File: config.mk
export PLATFORM = sky130hd
export DESIGN_NAME = vga_code_fetch_flat
export DESIGN_NICKNAME = d
export VERILOG_FILES = /design/src/rtl/vga_code_fetch_if.sv /design/src/rtl/vga_code_fetch.sv /design/src/flat_wrapper.sv
export SDC_FILE = /design/constraint.sdc
export NUM_CORES = 1
export LEC_CHECK = 0
export BUFFER_PORTS_ARGS = -buffer_cell sky130_fd_sc_hd__buf_2
export CAP_MARGIN = 5
export CORE_MARGIN = 2
export CORE_UTILIZATION = 50
export DETAILED_ROUTE_END_ITERATION = 10
export PLACE_DENSITY = 0.72
export SETUP_SLACK_MARGIN = 0.05
export SLEW_MARGIN = 0
export SYNTH_ARGS = -nofsm -noshare
export SYNTH_HDL_FRONTEND = slang
export SYNTH_SLANG_ARGS = --single-unit
File: constraint.sdc
create_clock -name CLK -period 3.8 [get_ports CLK]
set_input_delay 0.38 -clock CLK [delete_from_list [all_inputs] [get_ports CLK]]
set_output_delay 0.38 -clock CLK [all_outputs]
set_load 0.02 [all_outputs]
File: src/rtl/vga_code_fetch_if.sv
// Frame-buffer read port: registered address out, colour code back one enabled cycle later.
interface vga_code_fetch_if;
  logic [14:0] MEM_ADDR;
  logic [7:0]  MEM_DATA;

  // Fetch side drives the address and consumes the returned code.
  modport master (
    output MEM_ADDR,
    input  MEM_DATA
  );

  // Frame-buffer side returns the code for the presented address.
  modport slave (
    input  MEM_ADDR,
    output MEM_DATA
  );
endinterface

File: src/rtl/vga_code_fetch.sv
// VGA timing generator and frame-buffer fetch pipeline for a 4x4-upscaled 160x120 image.
// Stage 0 is the h/v counter pair; the address is registered at +1, the frame buffer
// returns data at +2 and the colour code plus sync/enable flags leave at +3.
module vga_code_fetch #(
  parameter int unsigned H_ACTIVE   = 640,
  parameter int unsigned H_FP       = 16,
  parameter int unsigned H_SYNC     = 96,
  parameter int unsigned H_BP       = 48,
  parameter int unsigned V_ACTIVE   = 480,
  parameter int unsigned V_FP       = 10,
  parameter int unsigned V_SYNC     = 2,
  parameter int unsigned V_BP       = 33,
  parameter logic [7:0]  BLANK_CODE = 8'hFE
) (
  input  logic                    CLK,
  input  logic                    RESET_N,
  input  logic                    PIX_EN,
  vga_code_fetch_if.master        mem,
  output logic [7:0]              CODE,
  output logic                    HSYNC_N,
  output logic                    VSYNC_N,
  output logic                    DE,
  output logic                    FRAME_START
);

  localparam int unsigned H_TOTAL = H_ACTIVE + H_FP + H_SYNC + H_BP;
  localparam int unsigned V_TOTAL = V_ACTIVE + V_FP + V_SYNC + V_BP;
  localparam int unsigned HW      = $clog2(H_TOTAL);
  localparam int unsigned VW      = $clog2(V_TOTAL);

  localparam logic [HW-1:0] H_LAST = HW'(H_TOTAL - 1);
  localparam logic [HW-1:0] H_ACT  = HW'(H_ACTIVE);
  localparam logic [HW-1:0] H_SS   = HW'(H_ACTIVE + H_FP);
  localparam logic [HW-1:0] H_SE   = HW'(H_ACTIVE + H_FP + H_SYNC);
  localparam logic [VW-1:0] V_LAST = VW'(V_TOTAL - 1);
  localparam logic [VW-1:0] V_ACT  = VW'(V_ACTIVE);
  localparam logic [VW-1:0] V_SS   = VW'(V_ACTIVE + V_FP);
  localparam logic [VW-1:0] V_SE   = VW'(V_ACTIVE + V_FP + V_SYNC);

  // Stage 0: raster counters
  logic [HW-1:0] r_h;
  logic [VW-1:0] r_v;
  logic [HW-1:0] w_h_next;
  logic [VW-1:0] w_v_next;

  // Stage-0 decode
  logic          w_active;
  logic          w_hsync_n;
  logic          w_vsync_n;
  logic          w_first;
  logic [14:0]   w_hq;
  logic [14:0]   w_vq;
  logic [14:0]   w_addr;

  // Stage 1 (aligned with MEM_ADDR) and stage 2 (aligned with MEM_DATA)
  logic [14:0]   r_mem_addr;
  logic          r_act1, r_hs1, r_vs1, r_first1;
  logic          r_act2, r_hs2, r_vs2, r_first2;

  // Stage 3: outputs
  logic [7:0]    r_code;
  logic          r_de, r_hs, r_vs, r_fs;

  // Raster counter advance with line and frame wrap
  always_comb begin
    w_h_next = r_h + HW'(1);
    w_v_next = r_v;
    if (r_h == H_LAST) begin
      w_h_next = '0;
      if (r_v == V_LAST) begin
        w_v_next = '0;
      end else begin
        w_v_next = r_v + VW'(1);
      end
    end
  end

  // Stage-0 flags and frame-buffer address; x160 done as shift-and-add
  always_comb begin
    w_active  = (r_h < H_ACT) && (r_v < V_ACT);
    w_hsync_n = !((r_h >= H_SS) && (r_h < H_SE));
    w_vsync_n = !((r_v >= V_SS) && (r_v < V_SE));
    w_first   = (r_h == '0) && (r_v == '0);
    w_hq      = 15'(r_h >> 2);
    w_vq      = 15'(r_v >> 2);
    w_addr    = w_active ? ((w_vq << 7) + (w_vq << 5) + w_hq) : 15'd0;
  end

  // Whole pipeline: synchronous reset wins over PIX_EN; PIX_EN=0 freezes everything
  always_ff @(posedge CLK) begin
    if (!RESET_N) begin
      r_h        <= '0;
      r_v        <= '0;
      r_mem_addr <= '0;
      r_act1     <= 1'b0;
      r_hs1      <= 1'b1;
      r_vs1      <= 1'b1;
      r_first1   <= 1'b0;
      r_act2     <= 1'b0;
      r_hs2      <= 1'b1;
      r_vs2      <= 1'b1;
      r_first2   <= 1'b0;
      r_code     <= BLANK_CODE;
      r_de       <= 1'b0;
      r_hs       <= 1'b1;
      r_vs       <= 1'b1;
      r_fs       <= 1'b0;
    end else if (PIX_EN) begin
      r_h        <= w_h_next;
      r_v        <= w_v_next;
      r_mem_addr <= w_addr;
      r_act1     <= w_active;
      r_hs1      <= w_hsync_n;
      r_vs1      <= w_vsync_n;
      r_first1   <= w_first;
      r_act2     <= r_act1;
      r_hs2      <= r_hs1;
      r_vs2      <= r_vs1;
      r_first2   <= r_first1;
      r_code     <= r_act2 ? mem.MEM_DATA : BLANK_CODE;
      r_de       <= r_act2;
      r_hs       <= r_hs2;
      r_vs       <= r_vs2;
      r_fs       <= r_first2;
    end
  end

  assign mem.MEM_ADDR = r_mem_addr;
  assign CODE         = r_code;
  assign DE           = r_de;
  assign HSYNC_N      = r_hs;
  assign VSYNC_N      = r_vs;
  assign FRAME_START  = r_fs;

endmodule

File: src/flat_wrapper.sv
// flat-port wrapper written by rule: the top's interface ports become plain ports
module vga_code_fetch_flat 
#(
  parameter int unsigned H_ACTIVE   = 640,
  parameter int unsigned H_FP       = 16,
  parameter int unsigned H_SYNC     = 96,
  parameter int unsigned H_BP       = 48,
  parameter int unsigned V_ACTIVE   = 480,
  parameter int unsigned V_FP       = 10,
  parameter int unsigned V_SYNC     = 2,
  parameter int unsigned V_BP       = 33,
  parameter logic [7:0]  BLANK_CODE = 8'hFE
)
  (CLK, RESET_N, PIX_EN, CODE, HSYNC_N, VSYNC_N, DE, FRAME_START, mem_MEM_ADDR, mem_MEM_DATA);
  vga_code_fetch_if mem_i ();
  input  logic CLK;
  input  logic RESET_N;
  input  logic PIX_EN;
  output logic [7:0] CODE;
  output logic HSYNC_N;
  output logic VSYNC_N;
  output logic DE;
  output logic FRAME_START;
  output wire logic [$bits(mem_i.MEM_ADDR)-1:0] mem_MEM_ADDR;
  input wire logic [$bits(mem_i.MEM_DATA)-1:0] mem_MEM_DATA;
  assign mem_MEM_ADDR = mem_i.MEM_ADDR;
  assign mem_i.MEM_DATA = mem_MEM_DATA;
  vga_code_fetch #(.H_ACTIVE(H_ACTIVE), .H_FP(H_FP), .H_SYNC(H_SYNC), .H_BP(H_BP), .V_ACTIVE(V_ACTIVE), .V_FP(V_FP), .V_SYNC(V_SYNC), .V_BP(V_BP), .BLANK_CODE(BLANK_CODE)) u_core (.CLK(CLK), .RESET_N(RESET_N), .PIX_EN(PIX_EN), .mem(mem_i), .CODE(CODE), .HSYNC_N(HSYNC_N), .VSYNC_N(VSYNC_N), .DE(DE), .FRAME_START(FRAME_START));
endmodule
**After elaboration in Yosys (flattened, before gate mapping)**

Cells that the tools add are included.

- Register bits after elaboration: 55
- Bits in latches: 0
- RAM bits: 0
- Bits in read-only memories: 0
- Bits of input ports: 11
- Output and inout bits: 27
- Logic and storage cells: 41
- Memories: 0

- Add/subtract/negate cells: 4
- Multipliers: 0
- Div/mod/pow operators: 0
- Order comparisons: 6
- Equality and inequality tests: 2
- Shifts and indexed selects: 0
- Muxes and demuxes: 4
- Bitwise logic cells: 0
- Reduce and logical (&&, ||, !) cells: 9

Operators with widths:

| kind | number |
|---|---|
| $add A10 B1 Y10 const B | 2 |
| $eq A10 B10 Y1 const B | 2 |
| $logic_not A10 Y1 | 2 |
| $lt A10 B10 Y1 const B | 2 |
| $lt A10 B9 Y1 const B | 2 |
| $mux W10 | 2 |
| $add A15 B13 Y15 | 1 |
| $add A15 B8 Y15 | 1 |
| $mux W15 | 1 |
| $ge A10 B10 Y1 const B | 1 |
| $ge A10 B9 Y1 const B | 1 |
| $mux W8 | 1 |
| $logic_and A1 B1 Y1 | 4 |
| $logic_not A1 Y1 | 2 |
| $reduce_and A2 Y1 | 1 |

**Longest topological paths before layout**

Gate-level depths: netlist of the first run.

- Word-level depth: 3
- Mapped depth: 9
- Gate-level depth less buffers: 9

**Worst setup path before layout of the first run**

Ideal clock, no wire load.

- Path type: register to register
- From: register u_core.r_v[2]
- To: register u_core.r_mem_addr[13] (netlist: u_core.mem.MEM_ADDR[13])
- Setup time: 122 ps
- Arrival time: 2232 ps
- Data required time: 3678 ps
- Path slack: 1446 ps
- Stages on the path, launching flop included: 10
- Buffers on the path: 0
- Period minus slack after synthesis: 2354 ps
- Cell sequence: dfxtp_1 inv_1 fa_1 inv_1 ha_1 a211oi_1 o21ai_0 o31ai_1 xor2_1 o21ai_0

- Word-level cells in the longest chain between the ends: 3
- Elaborated cells on any way between the ends: 5
- Those cells by class: add/sub: 2; order compare: 1; mux: 1; reduce/logical: 1

RTL lines:

| item | line | text |
|---|---|---|
| start: declaration | vga_code_fetch.sv:42 | `logic [VW-1:0] r_v;` |
| start signal: assignment | vga_code_fetch.sv:110 | `r_v <= w_v_next;` |
| $add A15 B13 Y15 or $lt A10 B9 Y1 (tied branches) | vga_code_fetch.sv:86, vga_code_fetch.sv:80 |  |
| $add A15 B8 Y15 or $logic_and A1 B1 Y1 (tied branches) | vga_code_fetch.sv:86, vga_code_fetch.sv:80 |  |
| $mux W15 * | vga_code_fetch.sv:86 | `w_addr = w_active ? ((w_vq << 7) + (w_vq << 5) + w_hq) : 15'd0;` |
| end signal: assignment | vga_code_fetch.sv:111 | `r_mem_addr <= w_addr;` |
| end: declaration | vga_code_fetch.sv:56 | `logic [14:0] r_mem_addr;` |

Mark *: on every way between the ends. The rest lies on a longest branch, timed or not.
A chain may end at the register's enable or synchronous reset.

**Worst setup path after layout of the first run**

Ends and elaborated chain as after synthesis.

==> results.py, run 1 <==
metrics = {
    "clock_network": {
        "hold_buffers": 0,
        "cts_tree": "done",
        "postCtsSetupBuffers": 0,
        "insertion_delay_ns": 0.31,
        "cts_resized": 0,
        "numCtsBuffers": 5,
        "clkTransAtPathRegs_ns": 0.10,
        "cts_buffer_depth": 2,
        "htreeDepth": 2,
        "clock_sinks": 55,
        "ctsRootBufferMaster": "clkbuf_8",
    },
    "timing": {
        "final-hold-violation-count": 0,
        "whs_ns": 0.279,
        "max_freq_ghz": 0.396,
        "report.final.slew_viol_count": 0,
        "slew_headroom_pct": 54.7,
        "period_minus_slack_ns": 2.52,
        "setup-violations-final": 0,
        "rsz0062_at_grt": "false",
        "timing.final.crit_share_pct": 66.4,
        "skew_ns": 0.0120,
        "tightest_slew_ns": 0.679,
        "final.setup.tns_ns": 0,
    },
    "logic_synthesis": {
        "synth_top_family_by_area": "simple AND/OR/NAND/NOR gates",
        "synth_compound_area_share_pct": 14.1,
        "synth_area_leaders": "dfxtp_1 41%, ha_1 8.8%, nand2_1 5.4%, nor2b_1 3.7%, xor2_1 3.2%",
        "yosys.area_share.adder_pct": 10.3,
        "ys_warn_count": 0,
        "synth_flop_cell": "dfxtp_1",
        "synth-edff-count": 0,
        "netlist_instances": 298,
        "synth_mux_area_share_pct": 2.97,
        "synthSimpleGateAreaFrac_pct": 22.3,
        "synth_top_area_share_pct": 40.9,
        "synth_cell_types": 45,
        "synth_top_area_cell": "dfxtp_1",
        "syn_area_mm2": 0.00270,
        "syn_nets": 330,
        "async_flop_share_pct": 0,
        "ys_ff_latch": 55,
        "syn_avg_cell_area_um2": 9.04,
        "synth_xor_area_share_pct": 5.20,
        "ys_seq_area_share_pct": 40.9,
    },
    "die": {
        "start_util_pct": 52.4,
        "io_pins": 38,
        "rows": 26,
        "die_h_um": 77.4,
        "dieArea_mm2": 0.00599,
        "core_area_mm2": 0.00514,
        "die_w_um": 77.4,
    },
    "setup_path": {
        "critical_path.endpoint_type": "flop",
        "ff2ff_setup_slack_ns": 1.28,
        "crit_family": "adder cells",
        "start_kind": "flop",
        "cp_cell_sequence": "inv_1, fa_1, inv_1, ha_1, a211oi_1, o21ai_0, o31ai_1, xor2_1, o21ai_0",
        "crit_path_max_fanout": 8,
        "critPathBufInv": 2,
        "crit_required_ns": 4.01,
        "worstPathArrival_ns": 2.73,
        "slowest_delay_ns": 0.60,
        "path_class": "reg2reg",
        "cpMaxStageDelayCell": "fa_1",
    },
    "placed_design": {
        "gp_congestion": 0.816,
        "dp_hpwl_um": 3860,
        "io_buffers": 37,
    },
    "global_route": {
        "grtUsageTotal_pct": 18.9,
        "antenna_found_initial": 0,
        "gr-total-overflow": 0,
        "grt_pass1_wl_um": 9250,
        "grt_pass1_vias": 2020,
        "grt_max_degree": 44,
    },
    "detailed_routing": {
        "drt_iter0_markers": 124,
        "ant_nets": 0,
        "drc": 0,
        "first_pass_iters": 4,
        "vias": 2149,
        "wl_per_cell_um": 13.4,
        "viasPerCell": 5.35,
        "wl_um": 5390,
    },
    "worst_hold_path": {
        "hold_path_class": "in2reg",
    },
    "power_and_ir_drop": {
        "power_density_mw_per_mm2": 321,
        "vdd_ir_drop_max_mv": 0.161,
        "p_leak_nw": 1.23,
    },
    "cells_and_area": {
        "final_nets": 363,
        "insertedDiodeCount": 0,
        "fillers": 501,
        "multiInputGateArea_mm2": 0.00148,
        "syn_to_final_growth_pct": 11.5,
        "drive_gt1_share_pct": 15.4,
        "register_area_mm2": 0.00110,
    },
    "run": {
        "drv_cap": 0,
    },
    "run_status": {
        "status": "complete, no violations",
    },
}
## cells in the mapped netlist (all sizes together) (3+ instances only)
master and number:
a21boi 7, a21oi 7, a22oi 7, buf 4
clkbuf 9, dfxtp 55, ha 19, inv 11
mux2i 8, nand2 39, nand2b 4, nand3 7
nand4 10, nor2 16, nor2b 16, nor3 4
nor4 5, o211ai 3, o21ai 14, o22ai 9
or3 6, xnor2 6, xor2 10
## metal layers
metal / track usage, % / share of wire (%)
met1: 25.2 / 48
met2: 30.8 / 47
met3: 3.84 / 3.6
met4: 6.43 / 1.4
met5: 0 / 0
## where the power goes
part | leakage (nW) | internal, mW | switching (mW)
clock network | 0.0454 | 0.133 | 0.195
logic | 0.744 | 0.0199 | 0.0317
registers | 0.445 | 0.582 | 0.00427
total | 1.23 | 0.735 | 0.231
## logic make-up (layout without fill, tap and decap cells)
| kind of cell | count (synthesis) | count (layout) |
|---|---|---|
| multiplexers | 8 | 8 |
| flip-flops | 55 | 55 |
| adder cells (fa/ha/maj) | 21 | 21 |
| XOR/XNOR | 16 | 16 |
| AO/OA/AOI/OAI | 57 | 57 |
| buffers and inverters | 25 | 59 |
| AND/OR/NAND/NOR | 116 | 116 |
## final timing paths
kind	startpoint	to	depth (start not counted)
worst max-delay path	u_core.r_v[2]$_SDFFE_PN0P_	u_core.mem.MEM_ADDR[13]$_SDFFE_PN0P_	9
worst min-delay path	mem_MEM_DATA[4]	u_core.CODE[4]$_SDFFE_PN1P_	3
worst max register to register	u_core.r_v[2]$_SDFFE_PN0P_	u_core.mem.MEM_ADDR[13]$_SDFFE_PN0P_	9
worst min register to register	u_core.mem.MEM_ADDR[13]$_SDFFE_PN0P_	u_core.mem.MEM_ADDR[13]$_SDFFE_PN0P_	2
## area by class of cell
class / count / share of cell area, %
Clock buffer: 6 / 2.42
Tap cell: 70 / 2.92
Timing Repair Buffer: 39 / 6.66
Clock inverter: 2 / 0.583
Inverter: 12 / 1.50
Multi-Input combinational cell: 218 / 49.3
Sequential cell: 55 / 36.7
## through the flow
stage / std cells / power, mW / setup slack [ns] / util (%) / area, µm²
after floorplan: 298 / 0.637 / 1.45 / - / 2700
after global placement: 394 / 0.651 / 1.33 / 56.7 / 2910
after detailed placement: 394 / 0.651 / 1.26 / 56.7 / 2910
after CTS: 402 / 0.975 / 1.26 / 58.4 / 3000
after global routing: 402 / 1.01 / 1.04 / 58.4 / 3000
final: 402 / 0.966 / 1.28 / 58.4 / 3000
## worst reg2reg max path, cell delays in order, from the launching register on
cell and delay, ns:
dfxtp_1 0.46, inv_1 0.13, fa_1 0.61, inv_1 0.06, ha_1 0.30, a211oi_1 0.19
o21ai_0 0.17, o31ai_1 0.27, xor2_1 0.16, o21ai_0 0.08
## sequential cells by signal (all words and copies together) (netlist names)
| register | flops |
|---|---|
| u_core.mem.MEM_ADDR | 15 |
| u_core.r_h | 10 |
| u_core.r_v | 10 |
| u_core.CODE | 8 |
| u_core.DE | 1 |
| u_core.FRAME_START | 1 |
| u_core.HSYNC_N | 1 |
| u_core.VSYNC_N | 1 |
| u_core.r_act1 | 1 |
| u_core.r_act2 | 1 |
| u_core.r_first1 | 1 |
| u_core.r_first2 | 1 |
| u_core.r_hs1 | 1 |
| u_core.r_hs2 | 1 |
| u_core.r_vs1 | 1 |
| u_core.r_vs2 | 1 |
## placed cells by master, fill, tap and decap left out, drive strengths merged, types with 2 or more instances in the layout
| cell type | n |
|---|---|
| or2 | 2 |
| nor2 | 16 |
| nand3 | 7 |
| nor2b | 16 |
| and3 | 2 |
| buf | 39 |
| o31ai | 2 |
| mux2i | 8 |
| clkbuf | 6 |
| or3 | 6 |
| fa | 2 |
| o21ai | 14 |
| nand4 | 10 |
| o22ai | 9 |
| a211oi | 2 |
| inv | 11 |
| xnor2 | 6 |
| nand4b | 2 |
| dfxtp | 55 |
| and2 | 2 |
| nand2 | 39 |
| clkinv | 3 |
| a21oi | 7 |
| nor3 | 4 |
| nand2b | 4 |
| nor4 | 5 |
| o211ai | 3 |
| a21boi | 7 |
| a22oi | 7 |
| xor2 | 10 |
| ha | 19 |
(Power assumes the default switching activity.)
==> inputs of run 2 (changes only) <==
--- a/config.mk
+++ b/config.mk
@@ -5,12 +5,13 @@
 export SDC_FILE = /design/constraint.sdc
 export NUM_CORES = 1
 export LEC_CHECK = 0
+export ABC_AREA = 1
 export BUFFER_PORTS_ARGS = -buffer_cell sky130_fd_sc_hd__buf_2
 export CAP_MARGIN = 5
 export CORE_MARGIN = 2
 export CORE_UTILIZATION = 50
 export DETAILED_ROUTE_END_ITERATION = 10
-export PLACE_DENSITY = 0.72
+export PLACE_DENSITY = 0.74
 export SETUP_SLACK_MARGIN = 0.05
 export SLEW_MARGIN = 0
 export SYNTH_ARGS = -nofsm -noshare
==> constraint.sdc (replaced) <==
create_clock -name CLK -period 2.3 [get_ports CLK]
set_input_delay 0.23 -clock CLK [delete_from_list [all_inputs] [get_ports CLK]]
set_output_delay 0.23 -clock CLK [all_outputs]
set_load 0.02 [all_outputs]
==> results.py, run 2 <==
metrics = {
    "clock_network": {
        "clkTransAtPathRegs_ns": 0.09,
        "cts_buffer_depth": 2,
        "insertion_delay_ns": 0.30,
        "numCtsBuffers": 5,
        "cts_tree": "done",
        "ctsRootBufferMaster": "clkbuf_8",
        "htreeDepth": 2,
        "clock_sinks": 55,
    },
    "logic_synthesis": {
        "netlist_instances": 391,
        "syn_area_mm2": 0.00287,
        "synth.most_common_cell": "nand2_1",
        "synth_cell_types": 35,
        "syn_avg_cell_area_um2": 7.34,
        "ys_ff_latch": 55,
        "synth-edff-count": 0,
        "synth_top_area_cell": "dfxtp_1",
        "synth_top_area_share_pct": 38.4,
        "ys_seq_area_share_pct": 38.4,
        "synth_flop_cell": "dfxtp_1",
        "ys_warn_count": 0,
        "synth_area_leaders": "dfxtp_1 38%, nand2_1 13%, ha_1 8.3%, a21oi_1 6.6%, inv_1 5.9%",
        "synth_common_cells": "101 x nand2_1, 55 x dfxtp_1, 45 x inv_1",
        "syn_nets": 423,
        "async_flop_share_pct": 0,
    },
    "die": {
        "io_pins": 38,
        "die_w_um": 79.8,
        "start_util_pct": 51.8,
        "rows": 27,
        "die_h_um": 79.8,
        "core_area_mm2": 0.00554,
        "dieArea_mm2": 0.00636,
    },
    "global_route": {
        "grt_max_degree": 27,
        "grt_pass1_vias": 2323,
        "grtUsageTotal_pct": 21.2,
        "grt_pass1_wl_um": 10700,
        "gr-total-overflow": 0,
        "antenna_found_initial": 0,
    },
    "timing": {
        "skew_ns": 0.00806,
        "final.setup.tns_ns": 0,
        "tightest_slew_ns": 0.425,
        "period_minus_slack_ns": 2.15,
        "timing.final.crit_share_pct": 93.3,
        "slew_headroom_pct": 71.6,
        "worst_slack_ns": 0.154,
        "max_freq_ghz": 0.466,
        "rsz0062_at_grt": "false",
        "whs_ns": 0.134,
        "final-hold-violation-count": 0,
        "setup-violations-final": 0,
        "report.final.slew_viol_count": 0,
    },
    "setup_path": {
        "rr_startpoint": "u_core.r_v[4]$_SDFFE_PN0P_",
        "crit_path_start": "u_core.r_v[4]$_SDFFE_PN0P_",
        "path_class": "reg2reg",
        "start_kind": "flop",
        "crit_path_max_fanout": 6,
        "crit_required_ns": 2.48,
        "reg2reg_to": "u_core.mem.MEM_ADDR[9]$_SDFFE_PN0P_",
        "critical_path.endpoint_type": "flop",
        "ff2ff_setup_slack_ns": 0.15,
        "reg2reg_depth": 9,
        "worstPathArrival_ns": 2.33,
    },
    "cells_and_area": {
        "largest_reg_flops": 15,
        "layout_commonest_cell": "nand2_1",
        "final_nets": 459,
        "layoutNonFillerInstCount": 499,
        "fillers": 533,
        "insertedDiodeCount": 0,
        "final_cell_mix": "101 x nand2_1, 53 x dfxtp_1, 45 x inv_1",
        "syn_to_final_growth_pct": 12.6,
        "drive_gt1_share_pct": 16.4,
        "fin_util_pct": 58.3,
    },
    "placed_design": {
        "gp_congestion": 0.907,
        "dp_hpwl_um": 4730,
        "post-place-cells": 492,
        "place_worst_setup_slack_ns": 0.0913,
        "io_buffers": 37,
    },
    "worst_hold_path": {
        "hp-start": "mem_MEM_DATA[2]",
        "min_delay_path_depth": 3,
        "hold_end": "u_core.CODE[2]$_SDFFE_PN1P_",
        "hold_path_class": "in2reg",
    },
    "detailed_routing": {
        "drc": 0,
        "wl_um": 6430,
        "first_pass_iters": 4,
        "viasPerCell": 5.21,
        "drt_iter0_markers": 141,
        "ant_nets": 0,
        "wl_per_cell_um": 12.9,
        "vias": 2600,
    },
    "power_and_ir_drop": {
        "power_density_mw_per_mm2": 530,
        "vdd_ir_drop_max_mv": 0.285,
        "p_leak_nw": 1.45,
    },
    "run": {
        "drv_cap": 0,
    },
    "run_status": {
        "status": "complete, no violations",
    },
}
[run 2: changes by cell type in the layout (fill, tap and decap cells not counted), moves of 7 or more]
cell / change
a21boi_0: -7
a21oi_1: +31
a22oi_1: -7
inv_1: +34
mux2i_1: -8
nand2_1: +62
nand3_1: +22
nor2_1: +12
nor2b_1: -16
[run 2: logic make-up after synthesis]
| family | count (synthesis) | share of synthesized area (%) |
|---|---|---|
| simple gates | 185 | 29.6 |
| compound gates | 63 | 11.9 |
| buf+inv | 60 | 8.29 |
| flops | 55 | 38.4 |
| fa+ha+maj | 21 | 9.68 |
| xor+xnor | 7 | 2.14 |
[run 2: final cells by class]
class	instances	area, µm²	share of cell area, %
multi-input cells	276	1530	47.4
flip-flops and latches	55	1110	34.2
repair buffers	41	215	6.66
inverters	48	180	5.58
well taps	72	90.1	2.79
clock buffers	5	68.8	2.13
clock inverters	2	37.5	1.16
[run 2: metrics by stage]
step	cell area, µm²	power (mW)
finish	3230	1.71
floorplan	2870	1.08
global placement	3120	1.11
global route	3230	1.78
detailed placement	3120	1.11
CTS	3220	1.73
[run 2: worst max-delay path: stages, from the launching register on]
cell	delay, ns
dfxtp_4	0.39
inv_1	0.07
fa_1	0.61
inv_1	0.06
ha_1	0.28
nand3_1	0.08
nand2_1	0.10
or2_2	0.29
nand3_1	0.09
a21oi_1	0.06
[run 2: per-layer routing]
metal,global-route usage [%],share of wire [%],vias to the layer above
met5,0,0,-
met4,6.10,1.6,0
met3,3.28,4.5,12
li1,-,-,1339
met2,34.1,46,62
met1,29.5,48,1187
[run 2: repair_timing]
action	CTS	global route
endpoints found under the hold margin	0	0
buffers inserted	0	0
hold buffers	0	0
setup endpoints to repair	0	6
gates resized for setup	0	4
[run 2: worst max path at each step]
stage                                                 to  slack (ns)
floorplan            u_core.mem.MEM_ADDR[9]$_SDFFE_PN0P_        0.25
global placement     u_core.mem.MEM_ADDR[9]$_SDFFE_PN0P_        0.18
detailed placement   u_core.mem.MEM_ADDR[9]$_SDFFE_PN0P_        0.09
CTS                 u_core.mem.MEM_ADDR[14]$_SDFFE_PN0P_        0.05
global route         u_core.mem.MEM_ADDR[9]$_SDFFE_PN0P_        0.05
finish               u_core.mem.MEM_ADDR[9]$_SDFFE_PN0P_        0.15
[run 2: power breakdown]
group,internal [mW],switching [mW]
Combinational,0.0362,0.0753
Clock,0.319,0.302
Sequential,0.969,0.0110
==> inputs of run 3 (changes only) <==
--- a/config.mk
+++ b/config.mk
@@ -9,9 +9,9 @@
 export BUFFER_PORTS_ARGS = -buffer_cell sky130_fd_sc_hd__buf_2
 export CAP_MARGIN = 5
 export CORE_MARGIN = 2
-export CORE_UTILIZATION = 50
+export CORE_UTILIZATION = 25
 export DETAILED_ROUTE_END_ITERATION = 10
-export PLACE_DENSITY = 0.74
+export PLACE_DENSITY = 0.43
 export SETUP_SLACK_MARGIN = 0.05
 export SLEW_MARGIN = 0
 export SYNTH_ARGS = -nofsm -noshare
==> results.py, run 3 (synthesis results as in run 2) <==
metrics = {
    "run_status": {
        "status": "complete, no violations",
    },
    "clock_network": {
        "clock_sinks": 55,
        "cts_resized": 0,
        "cts_buffer_depth": 2,
        "clkTransAtPathRegs_ns": 0.07,
        "insertion_delay_ns": 0.29,
        "cts_tree": "done",
        "ctsRootBufferMaster": "clkbuf_16",
        "htreeDepth": 2,
        "hold_buffers": 0,
        "postCtsSetupBuffers": 0,
        "numCtsBuffers": 5,
    },
    "die": {
        "core_area_mm2": 0.0113,
        "die_w_um": 111,
        "rows": 39,
        "start_util_pct": 25.3,
        "dieArea_mm2": 0.0123,
        "die_h_um": 111,
        "io_pins": 38,
    },
    "worst_hold_path": {
        "hp-start": "mem_MEM_DATA[7]",
        "hold_end": "u_core.CODE[7]$_SDFFE_PN1P_",
        "min_delay_path_depth": 3,
        "hold_path_class": "in2reg",
    },
    "setup_path": {
        "crit_required_ns": 2.47,
        "path_class": "reg2reg",
        "critical_path.endpoint_type": "flop",
        "crit_path_max_fanout": 5,
        "ff2ff_setup_slack_ns": 0.24,
        "reg2reg_depth": 9,
        "reg2reg_to": "u_core.mem.MEM_ADDR[9]$_SDFFE_PN0P_",
        "worstPathArrival_ns": 2.23,
        "rr_startpoint": "u_core.r_h[9]$_SDFFE_PN0P_",
        "start_kind": "flop",
    },
    "detailed_routing": {
        "wl_um": 6860,
        "ant_nets": 0,
        "viasPerCell": 4.47,
        "vias": 2556,
        "drc": 0,
        "wl_per_cell_um": 12.0,
        "drt_iter0_markers": 173,
        "first_pass_iters": 4,
    },
    "timing": {
        "report.final.slew_viol_count": 0,
        "timing.final.crit_share_pct": 89.6,
        "final-hold-violation-count": 0,
        "tightest_slew_ns": 0.390,
        "skew_ns": 0.00635,
        "max_freq_ghz": 0.485,
        "rsz0062_at_grt": "false",
        "setup-violations-final": 0,
        "slew_headroom_pct": 73.9,
        "period_minus_slack_ns": 2.06,
        "final.setup.tns_ns": 0,
        "worst_slack_ns": 0.239,
    },
    "placed_design": {
        "place_worst_setup_slack_ns": 0.0803,
        "post-place-cells": 564,
        "gp_congestion": 0.789,
        "dp_hpwl_um": 5230,
        "io_buffers": 37,
    },
    "cells_and_area": {
        "drive_gt1_share_pct": 16.3,
        "syn_to_final_growth_pct": 17.3,
        "final_nets": 460,
        "fillers": 1244,
        "multiInputGateArea_mm2": 0.00153,
        "layout_commonest_cell": "nand2_1",
        "layoutNonFillerInstCount": 572,
        "insertedDiodeCount": 0,
        "register_area_mm2": 0.00111,
        "final_cell_mix": "101 x nand2_1, 53 x dfxtp_1, 45 x inv_1",
        "largest_reg_flops": 15,
        "fin_util_pct": 29.7,
    },
    "global_route": {
        "grt_max_degree": 30,
        "antenna_found_initial": 0,
        "gr-total-overflow": 0,
        "grtUsageTotal_pct": 11.6,
        "grt_pass1_vias": 2418,
        "grt_pass1_wl_um": 11800,
    },
    "power_and_ir_drop": {
        "vdd_ir_drop_max_mv": 0.306,
        "p_leak_nw": 1.47,
        "power_density_mw_per_mm2": 553,
    },
    "run": {
        "drv_cap": 0,
    },
}
## run 3: changes by cell type in the layout (fill, tap and decap cells not counted)
cell	previous run	this run
clkinv_4	0	2
fa_1	1	2
fa_2	1	0
clkinvlp_4	1	0
buf_4	4	5
clkbuf_1	0	1
clkbuf_8	5	0
clkbuf_16	0	5
bufinv_16	1	0
## run 3: stage by stage
step	hold WS (ns)	area, µm²	power [mW]
5_1_grt	0.150	3360	1.94
6_report	0.142	3360	1.86
2_1_floorplan	0.361	2870	1.08
3_3_place_gp	0.441	3210	1.12
4_1_cts	0.137	3360	1.89
3_5_place_dp	0.446	3210	1.12
## run 3: critical path, cell delays in order, from the launching register on
cell     delay (ns)
dfxtp_2        0.36
inv_1          0.08
fa_1           0.59
inv_1          0.05
ha_1           0.28
nand3_1        0.08
nand2_1        0.09
or2_2          0.28
nand3_1        0.08
a21oi_1        0.06
## run 3: where the power goes
group	total, mW	internal, mW	switching [mW]
combinational	0.113	0.0372	0.0757
sequential	0.979	0.969	0.0100
clock	0.769	0.409	0.360
## run 3: area by class of cell
class | instances | area share, %
clock inverter | 2 | 0.521
sequential | 55 | 32.9
inverter | 48 | 5.36
clock buffer | 6 | 3.83
multi-input combinational | 276 | 45.5
timing repair buffer | 42 | 6.62
tap | 143 | 5.32
## run 3: per-layer routing
layer / share of wire (%) / routed length [µm] / global-route usage (%)
met4: 1.0 / 70 / 3.21
met5: 0 / 0 / 0
met1: 50 / 3440 / 16.1
met3: 3.1 / 215 / 1.53
met2: 46 / 3130 / 18.8
## run 3: worst max path at each step
stage                                                      to                        from
after floorplan           u_core.mem.MEM_ADDR[9]$_SDFFE_PN0P_  u_core.r_v[2]$_SDFFE_PN0P_
after global placement    u_core.mem.MEM_ADDR[9]$_SDFFE_PN0P_  u_core.r_v[2]$_SDFFE_PN0P_
after detailed placement  u_core.mem.MEM_ADDR[9]$_SDFFE_PN0P_  u_core.r_v[2]$_SDFFE_PN0P_
after CTS                 u_core.mem.MEM_ADDR[9]$_SDFFE_PN0P_  u_core.r_v[2]$_SDFFE_PN0P_
after global routing      u_core.mem.MEM_ADDR[9]$_SDFFE_PN0P_  u_core.r_h[9]$_SDFFE_PN0P_
final                     u_core.mem.MEM_ADDR[9]$_SDFFE_PN0P_  u_core.r_h[9]$_SDFFE_PN0P_
